$ cat src/rtl/mem_access_stage.sv
// Purpose : memory-access pipeline stage; issues one 64-bit load/store per instruction, resolves CBZ.
// Latency : non-memory ops 1 cycle; aligned access k+3 cycles (ready k cycles after req); misaligned 2.
// Backpres: stall_M holds upstream while an access is pending; dm_req held stable until dm_ready or timeout.
// Ports   : execute-side inputs (valid_M, MemRead/MemWrite/Branch, zero_M, aluResult_M, writeData_M,
//           PCBranch_M); data-memory req/ready bus (dm_*); results readData_M, PCSrc_M, PCBranch_out,
//           and status stall_M / done_M / mem_err_M.
module mem_access_stage #(
  parameter int N       = 64,
  parameter int TIMEOUT = 16
) (
  input  logic         clk,
  input  logic         reset,
  input  logic         valid_M,
  input  logic         MemRead,
  input  logic         MemWrite,
  input  logic         Branch,
  input  logic         zero_M,
  input  logic [N-1:0] aluResult_M,
  input  logic [N-1:0] writeData_M,
  input  logic [N-1:0] PCBranch_M,
  output logic         dm_req,
  output logic         dm_we,
  output logic [N-1:0] dm_addr,
  output logic [N-1:0] dm_wdata,
  input  logic         dm_ready,
  input  logic [N-1:0] dm_rdata,
  output logic [N-1:0] readData_M,
  output logic         PCSrc_M,
  output logic [N-1:0] PCBranch_out,
  output logic         stall_M,
  output logic         done_M,
  output logic         mem_err_M
);

  typedef enum logic [1:0] {IDLE, BUSY, DONE} state_t;

  // Counter value of the last BUSY cycle allowed before the access is aborted.
  localparam logic [7:0] CNT_LAST = 8'(TIMEOUT - 1);

  state_t       state_q, state_d;
  logic [N-1:0] addr_q, addr_d;
  logic [N-1:0] wdata_q, wdata_d;
  logic         we_q, we_d;
  logic [7:0]   cnt_q, cnt_d;
  logic [N-1:0] rdata_q, rdata_d;
  logic         err_q, err_d;

  logic mem_op;
  logic aligned;

  assign mem_op  = valid_M & (MemRead | MemWrite);
  assign aligned = (aluResult_M[2:0] == 3'b000);

  always_comb begin
    state_d = state_q;
    addr_d  = addr_q;
    wdata_d = wdata_q;
    we_d    = we_q;
    cnt_d   = cnt_q;
    rdata_d = rdata_q;
    err_d   = err_q;
    case (state_q)
      IDLE: begin
        if (mem_op) begin
          if (aligned) begin
            addr_d  = aluResult_M;
            wdata_d = writeData_M;
            we_d    = MemWrite;     // both set -> store
            cnt_d   = 8'd0;
            state_d = BUSY;
          end else begin
            rdata_d = '0;
            err_d   = 1'b1;
            state_d = DONE;
          end
        end
      end
      BUSY: begin
        // Ready in the final allowed cycle still counts as a normal completion.
        if (dm_ready) begin
          if (!we_q) rdata_d = dm_rdata;
          err_d   = 1'b0;
          state_d = DONE;
        end else if (cnt_q == CNT_LAST) begin
          rdata_d = '0;
          err_d   = 1'b1;
          state_d = DONE;
        end else begin
          cnt_d = cnt_q + 8'd1;
        end
      end
      DONE:    state_d = IDLE;
      default: state_d = IDLE;
    endcase
  end

  always_ff @(posedge clk or posedge reset) begin
    if (reset) begin
      state_q <= IDLE;
      addr_q  <= '0;
      wdata_q <= '0;
      we_q    <= 1'b0;
      cnt_q   <= 8'd0;
      rdata_q <= '0;
      err_q   <= 1'b0;
    end else begin
      state_q <= state_d;
      addr_q  <= addr_d;
      wdata_q <= wdata_d;
      we_q    <= we_d;
      cnt_q   <= cnt_d;
      rdata_q <= rdata_d;
      err_q   <= err_d;
    end
  end

  // dm_req decodes the state register directly, so an async reset drops it at once.
  assign dm_req       = (state_q == BUSY);
  assign dm_we        = we_q;
  assign dm_addr      = addr_q;
  assign dm_wdata     = wdata_q;
  assign readData_M   = rdata_q;
  assign PCSrc_M      = valid_M & Branch & zero_M;
  assign PCBranch_out = PCBranch_M;
  assign stall_M      = ((state_q == IDLE) & mem_op) | (state_q == BUSY);
  assign done_M       = (state_q == DONE) | ((state_q == IDLE) & valid_M & ~mem_op);
  assign mem_err_M    = (state_q == DONE) & err_q;

endmodule

$ cat config.mk
export PLATFORM = sky130hd
export DESIGN_NAME = mem_access_stage
export DESIGN_NICKNAME = d
export VERILOG_FILES = /design/src/rtl/mem_access_stage.sv
export SDC_FILE = /design/constraint.sdc
export NUM_CORES = 1
export LEC_CHECK = 0
export CELL_PAD_IN_SITES_DETAIL_PLACEMENT = 1
export CELL_PAD_IN_SITES_GLOBAL_PLACEMENT = 2
export CORE_MARGIN = 5
export CORE_UTILIZATION = 20
export CTS_CLUSTER_SIZE = 12
export DETAILED_ROUTE_END_ITERATION = 16
export PLACE_DENSITY = 0.78
export SLEW_MARGIN = 20
export SYNTH_ARGS = -nofsm -noshare
export SYNTH_HDL_FRONTEND = slang
export SYNTH_SLANG_ARGS = --single-unit
$ cat constraint.sdc
create_clock -name clk -period 10.3 [get_ports clk]
set_clock_uncertainty 0.15 [all_clocks]
set_input_delay 2.06 -clock clk [delete_from_list [all_inputs] [get_ports clk]]
set_output_delay 2.06 -clock clk [all_outputs]
set_load 0.1 [all_outputs]
* Yosys cells after proc, flatten, opt, wreduce, memory -nomap -nowiden *
Cells that the tools add are included.

storage, ports and cells
  input port bits = 264
  register bits = 204
  logic and storage cells = 58
  output and inout port bits = 262

operators by class
  bitwise logic cells = 11
  reductions and logical operators = 8
  mux-type cells = 21
  eq/ne operators = 10
  $add $sub $neg = 1

operator list
  cell                   number
  $mux W64               5
  $pmux W64 S2           1
  $mux W8                4
  $pmux W8 S2            1
  $ne A2 B2 Y1 const B   5
  $reduce_and A5 Y1      2
  $add A8 B1 Y8 const B  1
  $eq A8 B4 Y1 const B   1
  $mux W2                4
  $and A1 B1 Y1          7
  $mux W1                4
  $pmux W2 S2            1
  $reduce_and A4 Y1      1
  $logic_not A3 Y1       1
  $ne A3 B1 Y1 const B   1
  $ne A3 B3 Y1 const B   1
  $or A1 B1 Y1           3
  $reduce_and A3 Y1      1
  $eq A2 B1 Y1 const B   1
  $eq A2 B2 Y1 const B   1
  $logic_not A2 Y1       1
  $pmux W1 S2            1
  $reduce_and A2 Y1      1
  $reduce_bool A2 Y1     1
  $not A1 Y1             1

* Longest topological paths before layout *
Gate-level depths: netlist (run 1).

  depth after elaboration = 5
  gate-level depth with buffers = 7
  depth with buffers taken out = 6

* Worst setup path before layout (run 1) *
Ideal clock, no wire load.

  path kind = in2out
  start point = input MemWrite
  end point = output done_M
  data required time = 8.090 ns
  buffers on the path = 0
  stages on the path = 3
  data arrival time = 3.464 ns
  slack = 4.626 ns
  path through = nor2_1 -> a21oi_1 -> nor2_1

between the ends
  longest elaborated chain between the ends = 5

ends and longest elaborated chain
  what             RTL line  RTL
  start, declared  15        input logic MemWrite,
  $or A1 B1 Y1     51        assign mem_op = valid_M & (MemRead | MemWrite);
  $and A1 B1 Y1    51
  $not A1 Y1       126       assign done_M = (state_q == DONE) | ((state_q == IDLE) & valid_M & ~mem_op);
  $and A1 B1 Y1    126
  $or A1 B1 Y1     126
  end, declared    31        output logic done_M,

Every way passes these cells.

* Worst setup path after layout (run 1) *
  start point = input MemWrite
  end point = output stall_M

between the ends
  longest elaborated chain between the ends = 4

ends and longest elaborated chain
  what           RTL line  RTL
  $or A1 B1 Y1   51
  $and A1 B1 Y1  51
  $and A1 B1 Y1  125       assign stall_M = ((state_q == IDLE) & mem_op) | (state_q == BUSY);
  $or A1 B1 Y1   125
  end, declared  30        output logic stall_M,

Every way passes these cells.

==> impl_summary.txt, run 1 <==
----------------------------------------------------
[Clocking]
  Clock tree buffer depth ... 3
  CTS Root Buffer Type ... clkbuf_16
  Clock-pin slew on the worst setup and hold paths ... 0.05 ns
  CTS tree ... built
  Post-cts hold buffer count ... 0
  H-Tree Level Count ... 1
  Post-CTS Setup Inserts ... 0
  Number of gates given a new drive strength after cts ... 0
  Sink count of the clock tree ... 204
  Number of CTS-inserted buffers ... 26
  Skew-Pair Late Insertion Delay ... 0.55 ns

[Power and ir drop]
  Leakage power ... 6.03 nW
  Power density normalized to cell area ... 279 nW/um^2
  Maximum ir drop on the vdd rail ... 110 uV

[Synth]
  Leading post-synthesis cells by instance count ... 385 x nand2_1, 204 x dfrtp_1, 70 x buf_4, 64 x a22o_1, 22 x buf_2
  Mean post-synth cell area ... 10.1 sq um
  Cell types occupying the most area after synthesis ... dfrtp_1 62%, nand2_1 18%, a22o_1 6.8%
  Mapped Area ... 8210 sq um
  Share of flip-flops with an asynchronous set or reset after synthesis ... 100%
  Biggest area consumer among synthesized cells ... dfrtp_1
  Distinct cell type count after synthesis ... 35
  Sequential element share of the synthesized area ... 62.2%
  Most used DFF post-synth ... dfrtp_1
  Post-Synthesis Cells ... 813
  Most instantiated library cell after synthesis ... nand2_1
  Number of synthesized flops with an enable pin ... 0
  Syn Nets ... 1078
  Yosys warns ... 0
  Number of synthesized register bits ... 204
  Share of the synthesized area in the top cell type ... 62.2%

[Place]
  Number of cells in the design after placement ... 1642
  Detailed Place HPWL ... 21.1 mm
  Port Buffer Count ... 397
  Final weighted congestion of routability-driven global placement ... 0.751

[Layout]
  Area of the multi-input gates ... 2390 sq um
  Number of nets in the layout ... 1403
  Antenna diode count ... 0
  Count of non-filler cells in the finished layout ... 1687
  Sequential cell area ... 5100 sq um
  Share of cells above drive strength 1 ... 4.50%
  Fill cells ... 4656
  Area grow syn2layout ... 58.8%

[Route]
  Routed vias ... 6952
  Avg Vias per Cell ... 4.12
  Antenna-violating nets left ... 0
  # DRC ... 0
  DRT Pass-1 Iters ... 4
  Final Routed Wirelength ... 29.6 mm
  Violation count after the first detailed-route iteration ... 382
  Routed length per placed instance ... 17.6 um

[Critical path]
  Data required, critical path ... 8.09 ns
  Largest fanout on the critical path ... 3
  Reg-to-Reg Start ... state_q[0]
  CP startpoint kind ... input pin
  Endpoint of the worst register-to-register path ... dm_wdata[43]
  Crit end category ... output port
  Arr. time, crit path ... 4.27 ns
  Logic depth of the worst register-to-register path ... 5
  Worst setup slack for register-to-register paths ... 7.37 ns
  Setup Crit Path Kind ... in -> out

[Floorplan]
  Number of cell rows ... 74
  Number of top-level design ports ... 526
  Core outline area ... 40700 sq um
  Vertical extent of the die ... 213 um
  Starting density of the core ... 20.2%
  Die X-Extent ... 213 um
  Area enclosed by the die boundary ... 45200 sq um

[Run status]
  Result of the run ... completed

[Min path]
  Worst min-delay path category ... reg -> reg
  Worst Hold Endpoint ... dm_wdata[42]
  Hold-critical path depth ... 2
  Worst min-delay path startpoint ... dm_wdata[42]

[STA]
  Pin slew with the least headroom to its limit ... 1.09 ns
  Number of hold violations in the final report ... 0
  Max-Slew Margin vs Limit ... 27.0%
  Setup total negative slack ... 0 ns
  Post-route fraction of the period consumed by the critical path ... 62.9%
  Number of setup violations in the final report ... 0
  Peak Freq ... 0.154 GHz
  RSZ-0062 raised after global routing ... no
  Min Clock Period, post-route ... 6.48 ns
  Max-slew violation total from the final report ... 0

[Global route]
  Aggregate global-route resource usage ... 12.4%
  Total congestion overflow ... 0
  Wire length of the first global-routing pass ... 44.7 mm
  Maximum number of pins on one net before global-route repair ... 75
  Global-route layer with the greatest usage ... met2
  Number of global-route vias before repair ... 7559
  Antenna violations before repair ... 1
  Routing usage on met3 ... 4.03%
  Met2 Usage GRT ... 21.6%
  Met1 global-route usage ... 14.1%

[Job]
  Number of maximum-capacitance constraint violations ... 0

----------------------------------------------------
[worst max-delay path by stage]
stage | cells after the start | endpoint | slack, ns | start
after floorplan | 1 | cnt_q[0] | 2.52 | reset
after global placement | 4 | stall_M | 3.84 | MemWrite
after detailed placement | 4 | stall_M | 3.84 | MemWrite
after CTS | 4 | stall_M | 3.83 | MemWrite
after global routing | 4 | stall_M | 3.77 | valid_M
final | 4 | stall_M | 3.82 | MemWrite
[critical path, stage by stage]
cell and delay, ns:
clkdlybuf4s50_1 0.51, o21a_1 0.26, o21a_1 0.26, clkdlybuf4s50_1 1.17
[metrics by stage]
step	setup slack [ns]	hold slack, ns	util (%)	total power (W)	area [sq um]
2_1_floorplan	2.52	0.314	-	0.00241	8210
3_3_place_gp	3.84	0.306	29.9	0.00274	12200
3_5_place_dp	3.84	0.312	29.9	0.00276	12200
4_1_cts	3.83	0.326	32.0	0.00370	13000
5_1_grt	3.77	0.342	32.0	0.00379	13000
6_report	3.82	0.322	32.0	0.00364	13000
[final cells by class]
type                       instances  area share (%)
inverter                           4           0.173
timing repair buffer             402            30.8
clock buffer                      37            5.61
tap                              532            5.10
clock inverter                     8           0.902
sequential                       204            39.1
multi-input combinational        500            18.3
[registers in the layout, summed over array words and instances, names as in the netlist]
| signal | flops |
|---|---|
| dm_addr | 64 |
| dm_wdata | 64 |
| readData_M | 64 |
| cnt_q | 8 |
| state_q | 2 |
| dm_we | 1 |
| err_q | 1 |
[layer usage]
| layer | vias to the layer above | part of all wire (%) |
|---|---|---|
| li1 | 3190 | - |
| met1 | 3422 | 38 |
| met2 | 266 | 49 |
| met3 | 72 | 8.8 |
| met4 | 2 | 3.7 |
| met5 | - | 0.024 |
[cell families after synthesis]
kind of cell | share of synthesized area (%)
buffers and inverters | 9.06
AO/OA/AOI/OAI | 8.46
adder cells (fa/ha/maj) | 0.152
XOR/XNOR | 0.107
AND/OR/NAND/NOR | 20.1
flip-flops | 62.2
[power breakdown]
| part | leakage [nW] | internal [W] | switching (W) |
|---|---|---|---|
| logic | 2.95 | 0.000374 | 0.00132 |
| registers | 2.67 | 0.000954 | 0.0000892 |
| clock network | 0.413 | 0.000544 | 0.000362 |
[placed cells by master (no fill, tap or decap), types with 5 or more instances in the layout]
cell type | Yosys | layout
dfrtp_1 | 204 | 204
nor2_1 | 5 | 5
clkdlybuf4s50_1 | 0 | 397
clkbuf_1 | 7 | 7
buf_4 | 70 | 5
nand2_1 | 385 | 385
nand3_1 | 8 | 7
a22o_1 | 64 | 64
clkbuf_16 | 0 | 26
No activity file was read; power rests on OpenSTA's default activity.
==> run 2, diff against run 1 <==
==> constraint.sdc (replaced) <==
create_clock -name clk -period 6.6 [get_ports clk]
set_clock_uncertainty 0.15 [all_clocks]
set_input_delay 1.32 -clock clk [delete_from_list [all_inputs] [get_ports clk]]
set_output_delay 1.32 -clock clk [all_outputs]
set_load 0.1 [all_outputs]
==> impl_summary.txt, run 2 (same netlist as run 1, synthesis figures left out) <==
----------------------------------------------------
[Critical path]
  Crit path launch ... MemWrite
  Crit end category ... output port
  Logic depth of the worst register-to-register path ... 4
  Endpoint of the worst register-to-register path ... readData_M[25]
  Family of cells with the greatest summed delay on the critical path ... buffers and inverters
  Worst Setup EP ... stall_M
  Worst Path Buf+Inv ... 2
  Largest stage delay, worst path ... 1.18 ns
  Setup Crit Path Kind ... in -> out
  Reg-to-Reg Start ... cnt_q[4]
  Largest fanout on the critical path ... 3
  Slowest library cell on the worst path ... clkdlybuf4s50_1
  Cells along the critical path ... clkdlybuf4s50_1 -> o21a_1 -> o21a_1 -> clkdlybuf4s50_1
  Worst setup slack for register-to-register paths ... 3.87 ns
  CP startpoint kind ... input pin
  Data required, critical path ... 5.13 ns
  Depth of the critical timing path with buffers and inverters included ... 4
  Arr. time, crit path ... 3.47 ns

[STA]
  Setup WS post-layout ... 1.66 ns
  RSZ-0062 raised after global routing ... no
  Peak Freq ... 0.202 GHz
  Min Clock Period, post-route ... 4.94 ns
  Number of setup violations in the final report ... 0
  Pin slew with the least headroom to its limit ... 1.09 ns
  Number of hold violations in the final report ... 0
  Post-route fraction of the period consumed by the critical path ... 74.9%
  Setup total negative slack ... 0 ns
  Max-slew violation total from the final report ... 0
  Max-Slew Margin vs Limit ... 27.1%

[Power and ir drop]
  Leakage power ... 6.09 nW
  Power spent charging and discharging nets ... 0.00276 W
  Int Power ... 0.00303 W
  Switching Fraction ... 47.6%
  Power density normalized to cell area ... 440 nW/um^2
  Part of the total power dissipated in combinational logic ... 45.6%
  Maximum ir drop on the vdd rail ... 207 uV
  Sequential cell fraction of total power ... 28.2%
  Clk network pwr share ... 26.2%

[Global route]
  Antenna violations before repair ... 1
  Aggregate global-route resource usage ... 12.2%
  Number of global-route vias before repair ... 7573
  Wire length of the first global-routing pass ... 44.2 mm
  Maximum number of pins on one net before global-route repair ... 120
  Total congestion overflow ... 0

[Place]
  Port Buffer Count ... 397
  Number of cells in the design after placement ... 1643
  Detailed Place HPWL ... 20.9 mm
  Final weighted congestion of routability-driven global placement ... 0.738
  Worst slack after detailed placement ... 1.64 ns

[Floorplan]
  Core outline area ... 40700 sq um
  Area enclosed by the die boundary ... 45200 sq um
  Die X-Extent ... 213 um
  Starting density of the core ... 20.2%
  Number of top-level design ports ... 526
  Vertical extent of the die ... 213 um
  Number of cell rows ... 74

[Route]
  Routed length per placed instance ... 17.4 um
  Routed vias ... 6898
  DRT Pass-1 Iters ... 4
  Antenna-violating nets left ... 0
  # DRC ... 0
  Violation count after the first detailed-route iteration ... 221
  Avg Vias per Cell ... 4.08
  Final Routed Wirelength ... 29.3 mm

[Layout]
  Number of nets in the layout ... 1404
  Fill cells ... 4655
  Share of cells above drive strength 1 ... 5.09%
  Area of the multi-input gates ... 2390 sq um
  Commonest non-fill, non-tap cell in the layout ... clkdlybuf4s50_1
  Area grow syn2layout ... 60.1%
  Final core area utilization ... 32.3%
  Commonest non-fill, non-tap cells in the layout ... 397 x clkdlybuf4s50_1, 385 x nand2_1, 204 x dfrtp_1
  Sequential cell area ... 5100 sq um
  Count of non-filler cells in the finished layout ... 1690
  Antenna diode count ... 0

[Min path]
  Worst min-delay path category ... reg -> reg
  Worst min-delay path startpoint ... dm_addr[42]

[Clocking]
  Skew-Pair Late Insertion Delay ... 0.53 ns
  Post-cts hold buffer count ... 0
  Post-CTS Setup Inserts ... 0
  Number of CTS-inserted buffers ... 26
  Sink count of the clock tree ... 204
  CTS Root Buffer Type ... clkbuf_16
  Number of gates given a new drive strength after cts ... 0
  CTS tree ... built
  Clock tree buffer depth ... 3
  H-Tree Level Count ... 1
  Clock-pin slew on the worst setup and hold paths ... 0.05 ns

[Job]
  Number of maximum-capacitance constraint violations ... 0

[Run status]
  Result of the run ... completed

----------------------------------------------------
==> run 2: changes by cell type in the layout (fill, tap and decap cells not counted) <==
cell | previous run | this run
buf_4 | 5 | 4
clkbuf_1 | 7 | 3
clkinv_2 | 4 | 5
inv_8 | 1 | 0
clkbuf_8 | 4 | 9
buf_12 | 0 | 2
clkinv_16 | 1 | 0
clkbuf_16 | 26 | 27
bufinv_16 | 2 | 3
==> run 2: layout make-up <==
class                      instances  area share (%)
clock inverter                     8           0.876
tap                              532            5.06
multi-input combinational        500            18.2
sequential                       204            38.8
inverter                           4           0.143
timing repair buffer             403            30.8
clock buffer                      39            6.17
==> run 2: per-stage QoR <==
stage | total power, W | cell area [sq um] | hold slack [ns]
after global routing | 0.00603 | 13100 | 0.341
after global placement | 0.00428 | 12200 | 0.307
after floorplan | 0.00376 | 8220 | 0.314
final | 0.00579 | 13100 | 0.319
after detailed placement | 0.00432 | 12200 | 0.311
after CTS | 0.00588 | 13100 | 0.326
==> run 2: worst min-delay path: cells and delay by family, from the launching register on <==
family        cells  cell delay [ns]
flops             1             0.34
simple gates      2             0.10
==> run 2: layer usage <==
layer | GRT usage [%] | share of wire [%] | vias to the layer above
li1 | - | - | 3205
met2 | 21.4 | 50 | 278
met3 | 4.32 | 8.8 | 53
met5 | 0 | 0.024 | -
met1 | 14.3 | 39 | 3360
met4 | 3.11 | 2.5 | 2
==> run 2: power by group through the flow <==
| stage | clock, W | sequential (W) | combinational [W] |
|---|---|---|---|
| floorplan | 0 | 0.00330 | 0.000455 |
| global placement | 0 | 0.00164 | 0.00264 |
| detailed placement | 0 | 0.00166 | 0.00266 |
| CTS | 0.00158 | 0.00164 | 0.00267 |
| global route | 0.00164 | 0.00167 | 0.00273 |
| finish | 0.00152 | 0.00163 | 0.00264 |
==> run 2: worst min path at each step <==
stage / end / slack (ns) / cells after the start
finish: dm_addr[42] / 0.32 / 2
global route: dm_addr[55] / 0.34 / 2
CTS: dm_addr[42] / 0.33 / 2
floorplan: err_q / 0.31 / 1
global placement: dm_wdata[52] / 0.31 / 2
detailed placement: dm_wdata[24] / 0.31 / 2
==> run 3, diff against run 2 <==
==> constraint.sdc (replaced) <==
create_clock -name clk -period 4.55 [get_ports clk]
set_clock_uncertainty 0.15 [all_clocks]
set_input_delay 0.91 -clock clk [delete_from_list [all_inputs] [get_ports clk]]
set_output_delay 0.91 -clock clk [all_outputs]
set_load 0.1 [all_outputs]
==> impl_summary.txt, run 3 (same netlist as run 1, synthesis figures left out) <==
----------------------------------------------------
[Critical path]
  Data required, critical path ... 3.49 ns
  Setup Crit Path Kind ... reg -> out
  Largest fanout on the critical path ... 5
  CP startpoint kind ... register
  Crit end category ... output port
  Arr. time, crit path ... 2.32 ns

[Layout]
  Number of nets in the layout ... 1411
  Area grow syn2layout ... 59.0%
  Count of non-filler cells in the finished layout ... 1693
  Share of cells above drive strength 1 ... 5.43%
  Fill cells ... 4611
  Commonest non-fill, non-tap cell in the layout ... clkdlybuf4s50_1
  Antenna diode count ... 0
  Commonest non-fill, non-tap cells in the layout ... 393 x clkdlybuf4s50_1, 385 x nand2_1, 204 x dfrtp_1

[STA]
  Number of setup violations in the final report ... 0
  Max-Slew Margin vs Limit ... 30.1%
  RSZ-0062 raised after global routing ... no
  Max-slew violation total from the final report ... 0
  Pin slew with the least headroom to its limit ... 1.05 ns
  Peak Freq ... 0.296 GHz
  Min Clock Period, post-route ... 3.38 ns
  Number of hold violations in the final report ... 0
  Setup total negative slack ... 0 ns
  Setup WS post-layout ... 1.17 ns
  Post-route fraction of the period consumed by the critical path ... 74.3%
  Final-layout worst hold slack ... 0.321 ns

[Route]
  # DRC ... 0
  Routed vias ... 6933
  DRT Pass-1 Iters ... 4
  Violation count after the first detailed-route iteration ... 336
  Routed length per placed instance ... 17.4 um
  Avg Vias per Cell ... 4.10
  Antenna-violating nets left ... 0
  Final Routed Wirelength ... 29.4 mm

[Clocking]
  Post-cts hold buffer count ... 0
  Number of CTS-inserted buffers ... 25
  CTS tree ... built
  Skew-Pair Late Insertion Delay ... 0.52 ns
  CTS Root Buffer Type ... clkbuf_16
  H-Tree Level Count ... 1
  Post-CTS Setup Inserts ... 0
  Number of gates given a new drive strength after cts ... 0
  Clock tree buffer depth ... 3
  Clock-pin slew on the worst setup and hold paths ... 0.06 ns
  Sink count of the clock tree ... 204

[Global route]
  Maximum number of pins on one net before global-route repair ... 65
  Total congestion overflow ... 0
  Aggregate global-route resource usage ... 12.3%
  Antenna violations before repair ... 1
  Wire length of the first global-routing pass ... 44.4 mm
  Number of global-route vias before repair ... 7504

[Floorplan]
  Die X-Extent ... 213 um
  Starting density of the core ... 20.2%
  Number of top-level design ports ... 526
  Vertical extent of the die ... 213 um
  Core outline area ... 40700 sq um
  Number of cell rows ... 74
  Area enclosed by the die boundary ... 45200 sq um

[Power and ir drop]
  Power density normalized to cell area ... 619 nW/um^2
  Power spent charging and discharging nets ... 0.00397 W
  Clk network pwr share ... 23.3%
  Maximum ir drop on the vdd rail ... 369 uV
  Sequential cell fraction of total power ... 29.3%
  Switching Fraction ... 49.1%
  Int Power ... 0.00411 W
  Total power draw ... 0.00808 W
  Part of the total power dissipated in combinational logic ... 47.4%
  Leakage power ... 6.05 nW

[Min path]
  Worst min-delay path category ... reg -> reg

[Job]
  Number of maximum-capacitance constraint violations ... 0

[Place]
  Detailed Place HPWL ... 21.3 mm
  Worst slack after detailed placement ... 1.15 ns
  Number of cells in the design after placement ... 1651
  Final weighted congestion of routability-driven global placement ... 0.759
  Port Buffer Count ... 397

[Run status]
  Result of the run ... completed

----------------------------------------------------
==> run 3: cell count changes in the layout (fill, tap and decap cells not counted), moves of 3 or more <==
cell | before | now
clkdlybuf4s50_1 | 397 | 393
buf_4 | 4 | 14
bufinv_16 | 3 | 0
clkbuf_8 | 9 | 6
clkbuf_1 | 3 | 6
==> run 3: path summary, 6_finish.rpt <==
| check | startpoint | cells after the start | slack (ns) | end |
|---|---|---|---|---|
| min in group asynchronous | reset | 2 | 0.76 | dm_wdata[34] |
| max in group asynchronous | reset | 3 | 2.63 | dm_addr[10] |
| worst min-delay path | dm_wdata[57] | 2 | 0.32 | dm_wdata[57] |
| worst max-delay path | state_q[0] | 2 | 1.17 | mem_err_M |
| worst min register to register | dm_wdata[57] | 2 | 0.32 | dm_wdata[57] |
| worst max register to register | cnt_q[0] | 5 | 1.95 | readData_M[49] |
==> run 3: routing by layer <==
layer	track usage, %	vias to the layer above	share of wire, %
met5	0	-	0.024
met4	3.47	2	2.8
met3	4.21	53	8.5
met2	21.2	272	50
met1	14.7	3396	39
li1	-	3210	-
==> run 3: stage by stage <==
stage	utilization (%)	instance area, sq um
floorplan	-	8220
global route	32.0	13100
global placement	30.2	12300
finish	32.0	13100
CTS	32.0	13100
detailed placement	30.2	12300
==> run 3: critical path, cell delays in order, from the launching register on <==
cell and delay (ns):
dfrtp_1 0.47, nor2_1 0.15, clkdlybuf4s50_1 1.17
==> run 3: power groups by stage <==
| stage | sequential, W | clock (W) | combinational [W] |
|---|---|---|---|
| 2_1_floorplan | 0.00479 | 0 | 0.000660 |
| 4_1_cts | 0.00237 | 0.00197 | 0.00387 |
| 3_5_place_dp | 0.00240 | 0 | 0.00386 |
| 3_3_place_gp | 0.00238 | 0 | 0.00384 |
| 6_report | 0.00237 | 0.00188 | 0.00383 |
| 5_1_grt | 0.00242 | 0.00204 | 0.00396 |
==> run 3: layout make-up <==
class                      instances  area [sq um]  area share (%)
multi-input combinational        500          2390            18.3
timing repair buffer             411          4120            31.5
sequential                       204          5100            39.1
inverter                           4          18.8           0.144
clock buffer                      37           731            5.60
clock inverter                     5          31.3           0.240
tap                              532           666            5.10
